$ cat config.mk
export PLATFORM = sky130hd
export DESIGN_NAME = servant_uart_monitor_flat
export DESIGN_NICKNAME = d
export VERILOG_FILES = /design/src/rtl/servant_uart_monitor_if.sv /design/src/rtl/servant_uart_monitor.sv /design/src/flat_wrapper.sv
export SDC_FILE = /design/constraint.sdc
export NUM_CORES = 1
export LEC_CHECK = 0
export BUFFER_PORTS_ARGS = -buffer_cell sky130_fd_sc_hd__buf_2
export CORE_ASPECT_RATIO = 0.9
export CORE_UTILIZATION = 40
export CTS_CLUSTER_SIZE = 12
export DETAILED_ROUTE_END_ITERATION = 7
export PLACE_DENSITY_LB_ADDON = 0.12
export SYNTH_ARGS = -nofsm -noshare
export SYNTH_HDL_FRONTEND = slang
export SYNTH_SLANG_ARGS = --single-unit
$ cat constraint.sdc
create_clock -name wb_clk -period 4 [get_ports wb_clk]
set_input_delay 0.8 -clock wb_clk [delete_from_list [all_inputs] [get_ports wb_clk]]
set_output_delay 0.8 -clock wb_clk [all_outputs]
set_load 0.03 [all_outputs]
$ cat src/rtl/servant_uart_monitor_if.sv
`default_nettype none
// ============================================================================
//  Module   : servant_uart_monitor_if
//  Purpose  : Bundles the serial line and decoded-byte reporting signals that
//             run between the servant SoC side and the UART monitor.
//  Ports    : q          - serial TX line from the SoC, idle high
//             rx_data    - last correctly framed byte
//             rx_valid   - 1-cycle pulse, rx_data is new
//             rx_newline - 1-cycle pulse with rx_valid when rx_data == 8'h0A
//             frame_err  - 1-cycle pulse when the stop bit is sampled low
//             byte_count - number of rx_valid pulses since reset (wraps)
//  Modports : master - drives q and observes the decoded results
//             slave  - the monitor; samples q and drives the results
//  Revision : 1.0 - initial release
// ============================================================================
interface servant_uart_monitor_if;
    logic        q;
    logic [7:0]  rx_data;
    logic        rx_valid;
    logic        rx_newline;
    logic        frame_err;
    logic [15:0] byte_count;

    modport master (
        output q,
        input  rx_data,
        input  rx_valid,
        input  rx_newline,
        input  frame_err,
        input  byte_count
    );

    modport slave (
        input  q,
        output rx_data,
        output rx_valid,
        output rx_newline,
        output frame_err,
        output byte_count
    );
endinterface
`default_nettype wire

$ cat src/rtl/servant_uart_monitor.sv
`default_nettype none
// ============================================================================
//  Module   : servant_uart_monitor
//  Purpose  : Clocked 8N1 UART receiver (LSB first) that decodes the servant
//             SoC serial TX line into bytes, flags newlines and framing
//             errors, and keeps a running count of received bytes.
//  Ports    : wb_clk - system clock, all logic on the rising edge
//             wb_rst - asynchronous, active-high reset
//             bus    - servant_uart_monitor_if.slave (q in; rx_data,
//                      rx_valid, rx_newline, frame_err, byte_count out)
//  Params   : CLK_FREQ_HZ - clock frequency in Hz
//             BAUD_RATE   - line rate in bit/s
//  Revision : 1.0 - initial release
// ============================================================================
module servant_uart_monitor #(
    parameter int CLK_FREQ_HZ = 16000000,
    parameter int BAUD_RATE   = 172800
) (
    input  logic                         wb_clk,
    input  logic                         wb_rst,
    servant_uart_monitor_if.slave        bus
);

    // Rounded-to-nearest number of clocks per bit time.
    localparam int CLKS_PER_BIT = (CLK_FREQ_HZ + BAUD_RATE / 2) / BAUD_RATE;
    localparam int HALF_BIT     = CLKS_PER_BIT / 2;
    localparam int CNT_W        = $clog2(CLKS_PER_BIT);

    localparam logic [CNT_W-1:0] BIT_LAST  = CNT_W'(CLKS_PER_BIT - 1);
    localparam logic [CNT_W-1:0] HALF_LAST = CNT_W'(HALF_BIT - 1);

    generate
        if (CLKS_PER_BIT < 8) begin : g_bad_clks_per_bit
            $error("servant_uart_monitor: CLKS_PER_BIT must be >= 8");
        end
    endgenerate

    typedef enum logic [2:0] {
        ST_IDLE      = 3'd0,
        ST_START     = 3'd1,
        ST_DATA      = 3'd2,
        ST_STOP      = 3'd3,
        ST_WAIT_HIGH = 3'd4
    } state_t;

    state_t              state;
    logic                sync_meta;
    logic                rxs;
    logic [CNT_W-1:0]    clk_cnt;
    logic [2:0]          bit_cnt;
    logic [7:0]          shift_reg;
    logic [7:0]          data_reg;
    logic                valid_reg;
    logic                newline_reg;
    logic                ferr_reg;
    logic [15:0]         count_reg;

    // Two-flop synchroniser; reset to the idle (high) line level so a reset
    // release never looks like a start edge.
    always_ff @(posedge wb_clk or posedge wb_rst) begin
        if (wb_rst) begin
            sync_meta <= 1'b1;
            rxs       <= 1'b1;
        end else begin
            sync_meta <= bus.q;
            rxs       <= sync_meta;
        end
    end

    always_ff @(posedge wb_clk or posedge wb_rst) begin
        if (wb_rst) begin
            state       <= ST_IDLE;
            clk_cnt     <= '0;
            bit_cnt     <= '0;
            shift_reg   <= '0;
            data_reg    <= '0;
            valid_reg   <= 1'b0;
            newline_reg <= 1'b0;
            ferr_reg    <= 1'b0;
            count_reg   <= '0;
        end else begin
            // Pulse outputs are single-cycle unless re-asserted below.
            valid_reg   <= 1'b0;
            newline_reg <= 1'b0;
            ferr_reg    <= 1'b0;

            case (state)
                ST_IDLE: begin
                    if (!rxs) begin
                        state   <= ST_START;
                        clk_cnt <= '0;
                    end
                end

                ST_START: begin
                    // Re-check the line at mid start bit to reject glitches.
                    if (clk_cnt == HALF_LAST) begin
                        clk_cnt <= '0;
                        bit_cnt <= '0;
                        state   <= rxs ? ST_IDLE : ST_DATA;
                    end else begin
                        clk_cnt <= clk_cnt + 1'b1;
                    end
                end

                ST_DATA: begin
                    if (clk_cnt == BIT_LAST) begin
                        clk_cnt            <= '0;
                        shift_reg[bit_cnt] <= rxs;
                        if (bit_cnt == 3'd7) begin
                            state <= ST_STOP;
                        end else begin
                            bit_cnt <= bit_cnt + 1'b1;
                        end
                    end else begin
                        clk_cnt <= clk_cnt + 1'b1;
                    end
                end

                ST_STOP: begin
                    if (clk_cnt == BIT_LAST) begin
                        clk_cnt <= '0;
                        if (rxs) begin
                            data_reg    <= shift_reg;
                            valid_reg   <= 1'b1;
                            newline_reg <= (shift_reg == 8'h0A);
                            count_reg   <= count_reg + 16'd1;
                            state       <= ST_IDLE;
                        end else begin
                            ferr_reg <= 1'b1;
                            state    <= ST_WAIT_HIGH;
                        end
                    end else begin
                        clk_cnt <= clk_cnt + 1'b1;
                    end
                end

                ST_WAIT_HIGH: begin
                    // A held-low line (break) must not start a new frame.
                    if (rxs) begin
                        state <= ST_IDLE;
                    end
                end

                default: begin
                    state <= ST_IDLE;
                end
            endcase
        end
    end

    assign bus.rx_data    = data_reg;
    assign bus.rx_valid   = valid_reg;
    assign bus.rx_newline = newline_reg;
    assign bus.frame_err  = ferr_reg;
    assign bus.byte_count = count_reg;

endmodule
`default_nettype wire

$ cat src/flat_wrapper.sv
// flat-port wrapper written by rule: the top's interface ports become plain ports
module servant_uart_monitor_flat 
#(
    parameter int CLK_FREQ_HZ = 16000000,
    parameter int BAUD_RATE   = 172800
)
  (wb_clk, wb_rst, bus_q, bus_rx_data, bus_rx_valid, bus_rx_newline, bus_frame_err, bus_byte_count);
  servant_uart_monitor_if bus_i ();
  input  logic wb_clk;
  input  logic wb_rst;
  input wire logic [$bits(bus_i.q)-1:0] bus_q;
  output wire logic [$bits(bus_i.rx_data)-1:0] bus_rx_data;
  output wire logic [$bits(bus_i.rx_valid)-1:0] bus_rx_valid;
  output wire logic [$bits(bus_i.rx_newline)-1:0] bus_rx_newline;
  output wire logic [$bits(bus_i.frame_err)-1:0] bus_frame_err;
  output wire logic [$bits(bus_i.byte_count)-1:0] bus_byte_count;
  assign bus_i.q = bus_q;
  assign bus_rx_data = bus_i.rx_data;
  assign bus_rx_valid = bus_i.rx_valid;
  assign bus_rx_newline = bus_i.rx_newline;
  assign bus_frame_err = bus_i.frame_err;
  assign bus_byte_count = bus_i.byte_count;
  servant_uart_monitor #(.CLK_FREQ_HZ(CLK_FREQ_HZ), .BAUD_RATE(BAUD_RATE)) u_core (.wb_clk(wb_clk), .wb_rst(wb_rst), .bus(bus_i));
endmodule
# After elaboration in Yosys (flattened, before gate mapping)
# Index checks and enable logic that the tools add are counted.
# totals
reg_bits	50
latch_bits	0
mem_bits_rw	0
romBits	0
input_bits	3
out_inout_bits	27
elab_cells	70
mem_count	0
# op_classes
n_addsub	3
mul	0
n_div	0
order_cmp	2
eq_ne	15
shifts	0
muxes	29
n_bitwise	0
reduce_logical	10
# ops
operator	count
3-bit two-way mux	10
7-bit two-way mux	3
7-bit one-hot mux with 3 select lines	1
16-bit by 1-bit adder with 16-bit output (second input constant)	1
3-bit one-hot mux with 5 select lines	1
1-bit two-way mux	10
2-bit by 1-bit inequality test with 1-bit output (second input constant)	5
8-bit bitwise mux	1
8-bit by 4-bit == test with 1-bit output (second input constant)	1
7-bit by 1-bit adder with 7-bit output (second input constant)	1
7-bit by 6-bit == test with 1-bit output (second input constant)	1
7-bit == test (second input constant)	1
3-bit by 2-bit == test with 1-bit output (second input constant)	2
3-bit == test (second input constant)	2
3-bit one-hot mux with 2 select lines	1
6-bit AND reduction	1
3-bit by 4-bit < comparator with 1-bit output (second input constant)	1
2-bit inequality test (second input constant)	2
2-bit AND reduction	2
4-bit AND reduction	1
3-bit by 1-bit adder with 3-bit output (second input constant)	1
1-bit demux with 3-bit select	1
3-bit by 1-bit == test with 1-bit output (second input constant)	1
3-bit by 1-bit greater-or-equal comparator with 1-bit output (second input constant)	1
other kinds (7)	7

# Depth between registers and ports, before layout
# Gate-level depths: netlist (run 1).
# depth
word_depth	5
depth_mapped	8
ltp_nobuf	8

# Worst setup path after synthesis (run 1)
# No wires, ideal clock.
# synth_timing
path_type	register -> register
startpoint	register u_core.clk_cnt[0]
endpoint	register u_core.count_reg[1], in the netlist u_core.bus.byte_count[1]
setup_ns	0.125
t_arrival_ns	1.795
required_ns	3.875
slack_ns	2.080
path_stages_with_launch	8
path_buffers	0
synth_period_minus_slack_ns	1.920
cell_sequence	dfrtp_1 > inv_1 > ha_1 > nand4b_2 > nor4_4 > nand2_2 > inv_1 > mux2_2
# synth_between
elab_chain_cells	2
# synth_lines
item	line_no	text
from (decl)	servant_uart_monitor.sv:49	logic [CNT_W-1:0] clk_cnt;
from (signal assigned)	servant_uart_monitor.sv:102	clk_cnt <= clk_cnt + 1'b1;
from (signal assigned)	servant_uart_monitor.sv:116	clk_cnt <= clk_cnt + 1'b1;
from (signal assigned)	servant_uart_monitor.sv:134	clk_cnt <= clk_cnt + 1'b1;
7-bit == test	servant_uart_monitor.sv:121	if (clk_cnt == BIT_LAST) begin
3-bit AND reduction (no line)	n/a	
to (signal assigned)	servant_uart_monitor.sv:127	count_reg <= count_reg + 16'd1;
to (decl)	servant_uart_monitor.sv:56	logic [15:0] count_reg;
# Every way passes these cells.
# A chain may end at the register's enable or synchronous reset.

# Worst setup path after layout (run 1)
# Same ends and word-level chain as after synthesis.

==> impl_results.md, run 1 <==
- Final Cycle Share: 53.3%
- Post-synth EDFFs: 0
- Post-route insts no fill: between 300 and 400
- Synth area leaders: dfrtp_1 (51%), mux2_2 (8.1%), ha_1 (3.2%)
- Drt initial violations: 80
- Share of layout cells above drive strength 1: 26.5%
- CTS tree: done
- #FFs+latches synth: 50
- RSZ-0062 raised after global routing: false
- Final core utilization: 46.7%
- Most numerous cell in the Yosys netlist: dfrtp_1
- R2r worst-path depth: 7
- Worst Setup SP: u_core.clk_cnt[0]$_DFFE_PP0P_
- Max Cap Viol: 0
- Pwr dens: 323 nW/um2
- Relative slew slack: 32.5%
- Core Footprint: 5690 um2
- Filler cell count: 537
- RD Place Congestion: between 0.7 and 0.8
- Worst hold stages: 0
- Min cycle time layout: 2130 ps
- Final Hold Fails: 0
- Die height: 74.8 um
- Kind of critical path: register to register
- Post-CTS Resized: 0
- Clock Tree Root: clkbuf_8
- Total global routing overflow: 0
- DRT antenna net count: 0
- Crit-path max cell delay: 440 ps
- Reg clk slew, reported paths: 90 ps
- Nets: 246
- Via count: 1590
- TritonCTS sink count: 50
- Starting density of the core: 41.4%
- Worst Tran Pin Value: just over 1000 ps
- Post-synthesis sequential area ratio: 53.2%
- Total CTS buffers: 5
- Antenna cells: 0
- Synth top cells by count: dfrtp_1 (48), nand2_1 (18), mux2_2 (17), nor2_1 (15)
- Met3 Resource Use GR: 3.51%
- Yosys top cell by area: dfrtp_1
- Max Freq: 0.469 GHz
- Port Buffers: 29
- Reg2reg start: u_core.clk_cnt[0]$_DFFE_PP0P_
- Tot GR Track Use: 14.8%
- Final slew viol count: 0
- Synthesis Warnings: 0
- Final setup violation count: 0
- Cell count along the critical path: 7
- Cell Chain, Critical Path: inv_1 > ha_1 > nand4b_2 > nor4_4 > nand2_2 > inv_1 > mux2_2
- Largest net degree at the start of global routing: 51
- Max Root-Sink Buffers: 2
- Worst vdd ir: approximately 0.16 mV
- Max reg flops: 16
- CP endpoint kind: register
- Most used cell along the critical path: inv_1
- GR Util met2: 22.8%
- GRT met1 Usage: between 20% and 30%
- Asr flop ratio synth: 100%
- First-pass GRT wire length: 7250 um
- Mean Syn Cell Area: between 10 and 15 um2
- Total power: 859 uW
- Post-Synthesis Cells: 207
- Die area: between 6000 and 7000 um2
- CP top delay family: simple AND/OR/NAND/NOR gates
- HPWL Detailed: 2910 um
- Buffer count from post-CTS setup fixing: 0
- Status: completed
- Arr. time, crit path: approximately 2300 ps
- Vias per inst: between 5 and 6
- Hold_sp: u_core.sync_meta$_DFF_PP1_
- Drt wl/cell: 13.5 um
- Row cnt: 26
- DRC violations left: 0
- Slowest-stage cell, CP: dfrtp_1
- Leakage: 0.00135 uW
- Clock Skews: just over 10 ps
- Area growth, synth to finish: 13.0%
- Global route hottest layer: met2
- First-pass detailed-route iteration total: 4
- Die width: 82.9 um
- Drt total wl: 4150 um
- CTS hold repair buffers: 0
- IO Pins: 30
- Post-synth cell types: around 40
- R2r setup slk: 1870 ps
- Startpoint types: register
- Vias in the first global route: roughly 1500
- Top cell type's share of synthesized area: 51.0%
- Worst-Skew Late Latency: 300 ps
- Hold Crit Class: register to register
- Synthesized net count: 216
- Dominant synthesized flop cell: dfrtp_1
- Critical path buffers and inverters: 2
- Worst EP required: between 4000 and 5000 ps
- Total negative slack: 0 ps
- Cell Area, Synth: 2360 um2
- Initial antenna violation count: 0
- CTS HTree Levels: 2
- DP Cell Count: 300
- CP Max Fanout: 10
metrics by stage:
stage,setup slack [ps],hold WS [ps],cell area (um2)
finish,1870,362,2660
global route,1700,364,2660
CTS,1850,362,2660
detailed placement,1870,348,2560
global placement,1930,346,2560
floorplan,2000,345,2360
report_power, final:
part,total [uW],switching (uW),internal (uW),leakage (uW)
Clock,314,172,143,0.0000478
Sequential,517,7.48,510,0.000686
Combinational,27.9,20.4,7.48,0.000618
Total,859,200,660,0.00135
cells in the final DEF, fill, tap and decap left out, types with 2 or more instances in the layout:
master,n
nor4_1,2
nor3b_1,3
dfstp_2,2
buf_2,29
nor3_1,9
nand3_1,10
xor2_1,7
clkbuf_8,6
mux2i_1,4
nor2_1,15
dfrtp_1,48
ha_1,6
xnor2_1,8
and3_1,2
mux2_2,17
nand2_1,18
a2bb2oi_1,2
nor4_4,2
o21ai_0,7
o41ai_1,2
inv_1,9
nand4_1,4
a21oi_1,5
routing by layer:
metal	part of all wire, %	vias to the layer above
li1	-	790
met1	54	771
met2	42	24
met3	2.6	5
met4	1.4	0
met5	0	-
final timing paths:
check | end
worst max-delay path | u_core.bus.byte_count[1]$_DFFE_PP0P_
worst min-delay path | u_core.rxs$_DFF_PP1_
worst max register to register | u_core.bus.byte_count[1]$_DFFE_PP0P_
worst min register to register | u_core.rxs$_DFF_PP1_
max in group asynchronous | u_core.clk_cnt[0]$_DFFE_PP0P_
min in group asynchronous | u_core.bus.byte_count[9]$_DFFE_PP0P_
worst register-to-register path, cell delays in order, from the launching register on:
cell and delay [ps]:
dfrtp_1 440, inv_1 80, ha_1 160, nand4b_2 170
nor4_4 410, nand2_2 260, inv_1 170, mux2_2 340
cells by family after synthesis:
logic type,count (synthesis),share of synthesized area (%)
AOI/OAI and AO/OA,20,5.47
DFF,50,53.2
buffers and inverters,16,2.71
and+or+nand+nor,79,20.0
adders and majority gates,6,3.19
muxes,21,9.82
xor gates and xnor gates,15,5.58
area by class of cell:
cell class | count | area [um2] | area share [%]
clock buffers | 6 | 82.6 | 3.10
clock inverters | 2 | 16.3 | 0.611
inverters | 10 | 37.5 | 1.41
multi-input cells | 141 | 1040 | 39.0
flip-flops and latches | 50 | 1250 | 47.1
well taps | 70 | 87.6 | 3.29
repair buffers | 29 | 145 | 5.45
No activity file was read; power rests on OpenSTA's default activity.
==> inputs of run 2 (changes only) <==
- clock period: 4 -> 1.75 ns (I/O delays scaled with it)
==> run 2 against run 1 <==
Compared with the run above: the flow now finishes with violations (negative setup slack); non-clock buffer count rose by 35; hold slack got worse by 330 ps; count of clock-buffer cells in the layout fell by 1; total power rose by 130%; sequential share of layout area fell by 6.5 points; largest cell class unchanged.
==> impl_results.md, run 2 (synthesis results as in run 1) <==
- Status: complete, but fails checks
- Failing checks: negative setup slack
- R2R Path End: u_core.bit_cnt[1]$_DFFE_PP0P_
- Startpoint types: register
- Die width: 82.9 um (unchanged)
- Clock Skews: 7.05 ps (-3.00 ps)
- Reg2reg start: u_core.clk_cnt[1]$_DFFE_PP0P_
- Slowest-stage cell, CP: or4_1
- Final setup violation count: 12 (+12)
- Vias per inst: 4.94 (-4.3%)
- Die height: 74.8 um (unchanged)
- Area growth, synth to finish: 31.1%
- Share of layout cells above drive strength 1: 45.1% (+19 points)
- Fin worst setup slack: -54.0 ps (-1920 ps)
- Final Cycle Share: 103% (+50 points)
- Kind of critical path: register to register
- Highest-count cells in the layout ignoring fill and taps: dfrtp_1 (48), buf_4 (30), buf_2 (29)
- Drt wl/cell: 13.6 um (+1.2%)
- Met2 WL: 1990 um (+16%)
- Multi-input gate area: 1180 um2 (+14%)
- Pwr dens: 633 nW/um2 (+96%)
- R2r worst-path depth: 7 (unchanged)
- Total CTS buffers: 5 (unchanged)
- RD Place Congestion: 0.755 (+0.13%)
- Hold Crit Class: input port to async pin
- Post-DP Area: 2810 um2 (+9.8%)
- Nets: 282 (+15%)
- Most common cell after layout, fill and taps aside: dfrtp_1
- CP top delay family: simple AND/OR/NAND/NOR gates
- Drt initial violations: 94 (+18%)
- Top Layer Used: met4
- R2r setup slk: -50 ps (-1920 ps)
- Die area: 6200 um2 (unchanged)
- Leakage: 0.00159 uW (+18%)
- Largest net degree at the start of global routing: 27 (-47%)
- IO Pins: 30 (unchanged)
- DRC violations left: 0 (unchanged)
- DRT antenna net count: 0 (unchanged)
- CTS tree: done
- Cell Chain, Critical Path: inv_2 > ha_2 > nand4bb_1 > or4_1 > a21oi_1 > buf_4 > mux2i_1
- Worst-Skew Late Latency: 300 ps (about the same)
- First-pass detailed-route iteration total: 4 (unchanged)
- Via count: 1694 (+6.5%)
- Filler cell count: 493 (-8.2%)
- CTS hold repair buffers: 0 (unchanged)
- Max reg flops: 16 (unchanged)
- Max Cap Viol: 0 (unchanged)
- Drt total wl: 4670 um (+13%)
- Antenna cells: 0 (unchanged)
- Worst Tran Pin Value: 418 ps (-593 ps)
- Worst EP required: 1970 ps (-2220 ps)
- Relative slew slack: 72.1% (+40 points)
- Row cnt: 26 (unchanged)
- Final slew viol count: 0 (unchanged)
- RSZ-0062 raised after global routing: true
- Clock Tree Root: clkbuf_8
- Total negative slack: -213 ps (-213 ps)
- Total global routing overflow: 0 (unchanged)
- Critical path buffers and inverters: 2 (unchanged)
- CP Max Fanout: 3 (-7)
- Worst vdd ir: 0.431 mV (+170%)
- Min cycle time layout: 1800 ps (-326 ps)
- Reg clk slew, reported paths: 90 ps (about the same)
- Starting density of the core: 41.4% (unchanged)
- Met3 wire length: 121 um (+11%)
- TritonCTS sink count: 50 (unchanged)
- Met1 Wirelength: 2510 um (+12%)
- Crit-path max cell delay: 450 ps (about the same)
- Max Freq: 0.554 GHz (+18%)
- CTS HTree Levels: 2 (unchanged)
- Register cell area after layout: 1250 um2 (unchanged)
- HPWL Detailed: 3220 um (+11%)
- Pre-CTS WS: -170 ps (-2040 ps)
- Final core utilization: 54.2% (+7.5 points)
- Final Hold Fails: 0 (unchanged)
- Max Root-Sink Buffers: 2 (unchanged)
- CP endpoint kind: register
- Tot GR Track Use: 16.6% (+1.7 points)
- Initial antenna violation count: 0 (unchanged)
- Vias in the first global route: 1681 (+11%)
- First-pass GRT wire length: 8160 um (+12%)
- Arr. time, crit path: 2020 ps (-300 ps)
- Core Footprint: 5690 um2 (unchanged)
- Port Buffers: 29 (unchanged)
- Post-route cell area: 3090 um2 (+16%)
## run 2: changes by cell type in the layout (fill, tap and decap cells not counted), moves of 3 or more
| cell | before | now |
|---|---|---|
| inv_2 | 1 | 4 |
| o21ai_2 | 0 | 4 |
| buf_6 | 0 | 3 |
| nor3_1 | 9 | 4 |
| buf_4 | 0 | 30 |
| nor3_2 | 0 | 4 |
| o21ai_0 | 7 | 3 |
| inv_1 | 9 | 6 |
## run 2: repair_timing
action	CTS	global route
pin swaps	9	11
cloned	1	0
buffers inserted	6	1
gates resized for setup	18	14
endpoints found under the hold margin	0	0
endpoints found under the setup margin	20	40
## run 2: through the flow
| step | hold slack (ps) | total power [uW] | std cells |
|---|---|---|---|
| 6_report | 34.3 | 1950 | 343 |
| 5_1_grt | 46.7 | 2040 | 343 |
| 4_1_cts | 37.5 | 1970 | 342 |
| 3_5_place_dp | 360 | 1300 | 328 |
| 3_3_place_gp | 362 | 1310 | 328 |
| 2_1_floorplan | 345 | 1250 | 207 |
## run 2: where the power goes
part / internal, uW / switching [uW] / leakage, uW
clock: 274 / 374 / 0.0000362
combinational: 57.8 / 76.1 / 0.000869
sequential: 1160 / 7.59 / 0.000686
## run 2: how the worst max path moves through the flow
stage                                   from  cells after the start  slack [ps]                              endpoint
2_1_floorplan  u_core.clk_cnt[1]$_DFFE_PP0P_                      7         -50  u_core.bus.byte_count[1]$_DFFE_PP0P_
3_3_place_gp   u_core.clk_cnt[1]$_DFFE_PP0P_                      7        -100       u_core.shift_reg[5]$_DFFE_PP0P_
3_5_place_dp   u_core.clk_cnt[1]$_DFFE_PP0P_                      7        -170       u_core.shift_reg[5]$_DFFE_PP0P_
4_1_cts        u_core.clk_cnt[0]$_DFFE_PP0P_                      7         -60         u_core.bit_cnt[0]$_DFFE_PP0P_
5_1_grt        u_core.clk_cnt[1]$_DFFE_PP0P_                      8        -170  u_core.bus.byte_count[9]$_DFFE_PP0P_
6_report       u_core.clk_cnt[1]$_DFFE_PP0P_                      7         -50         u_core.bit_cnt[1]$_DFFE_PP0P_
## run 2: metal layers
layer  up-vias  track usage (%)
li1        865                -
met1       800             24.6
met2        25             24.7
met3         4             3.40
met4         0             4.60
met5         -                0
## run 2: cell type report
class                      instances  share of cell area, %
inverter                          10                   1.22
clock buffer                       5                   2.23
sequential                        50                   40.6
multi-input combinational        142                   38.2
clock inverter                     2                  0.486
timing repair buffer              64                   14.4
tap                               70                   2.84
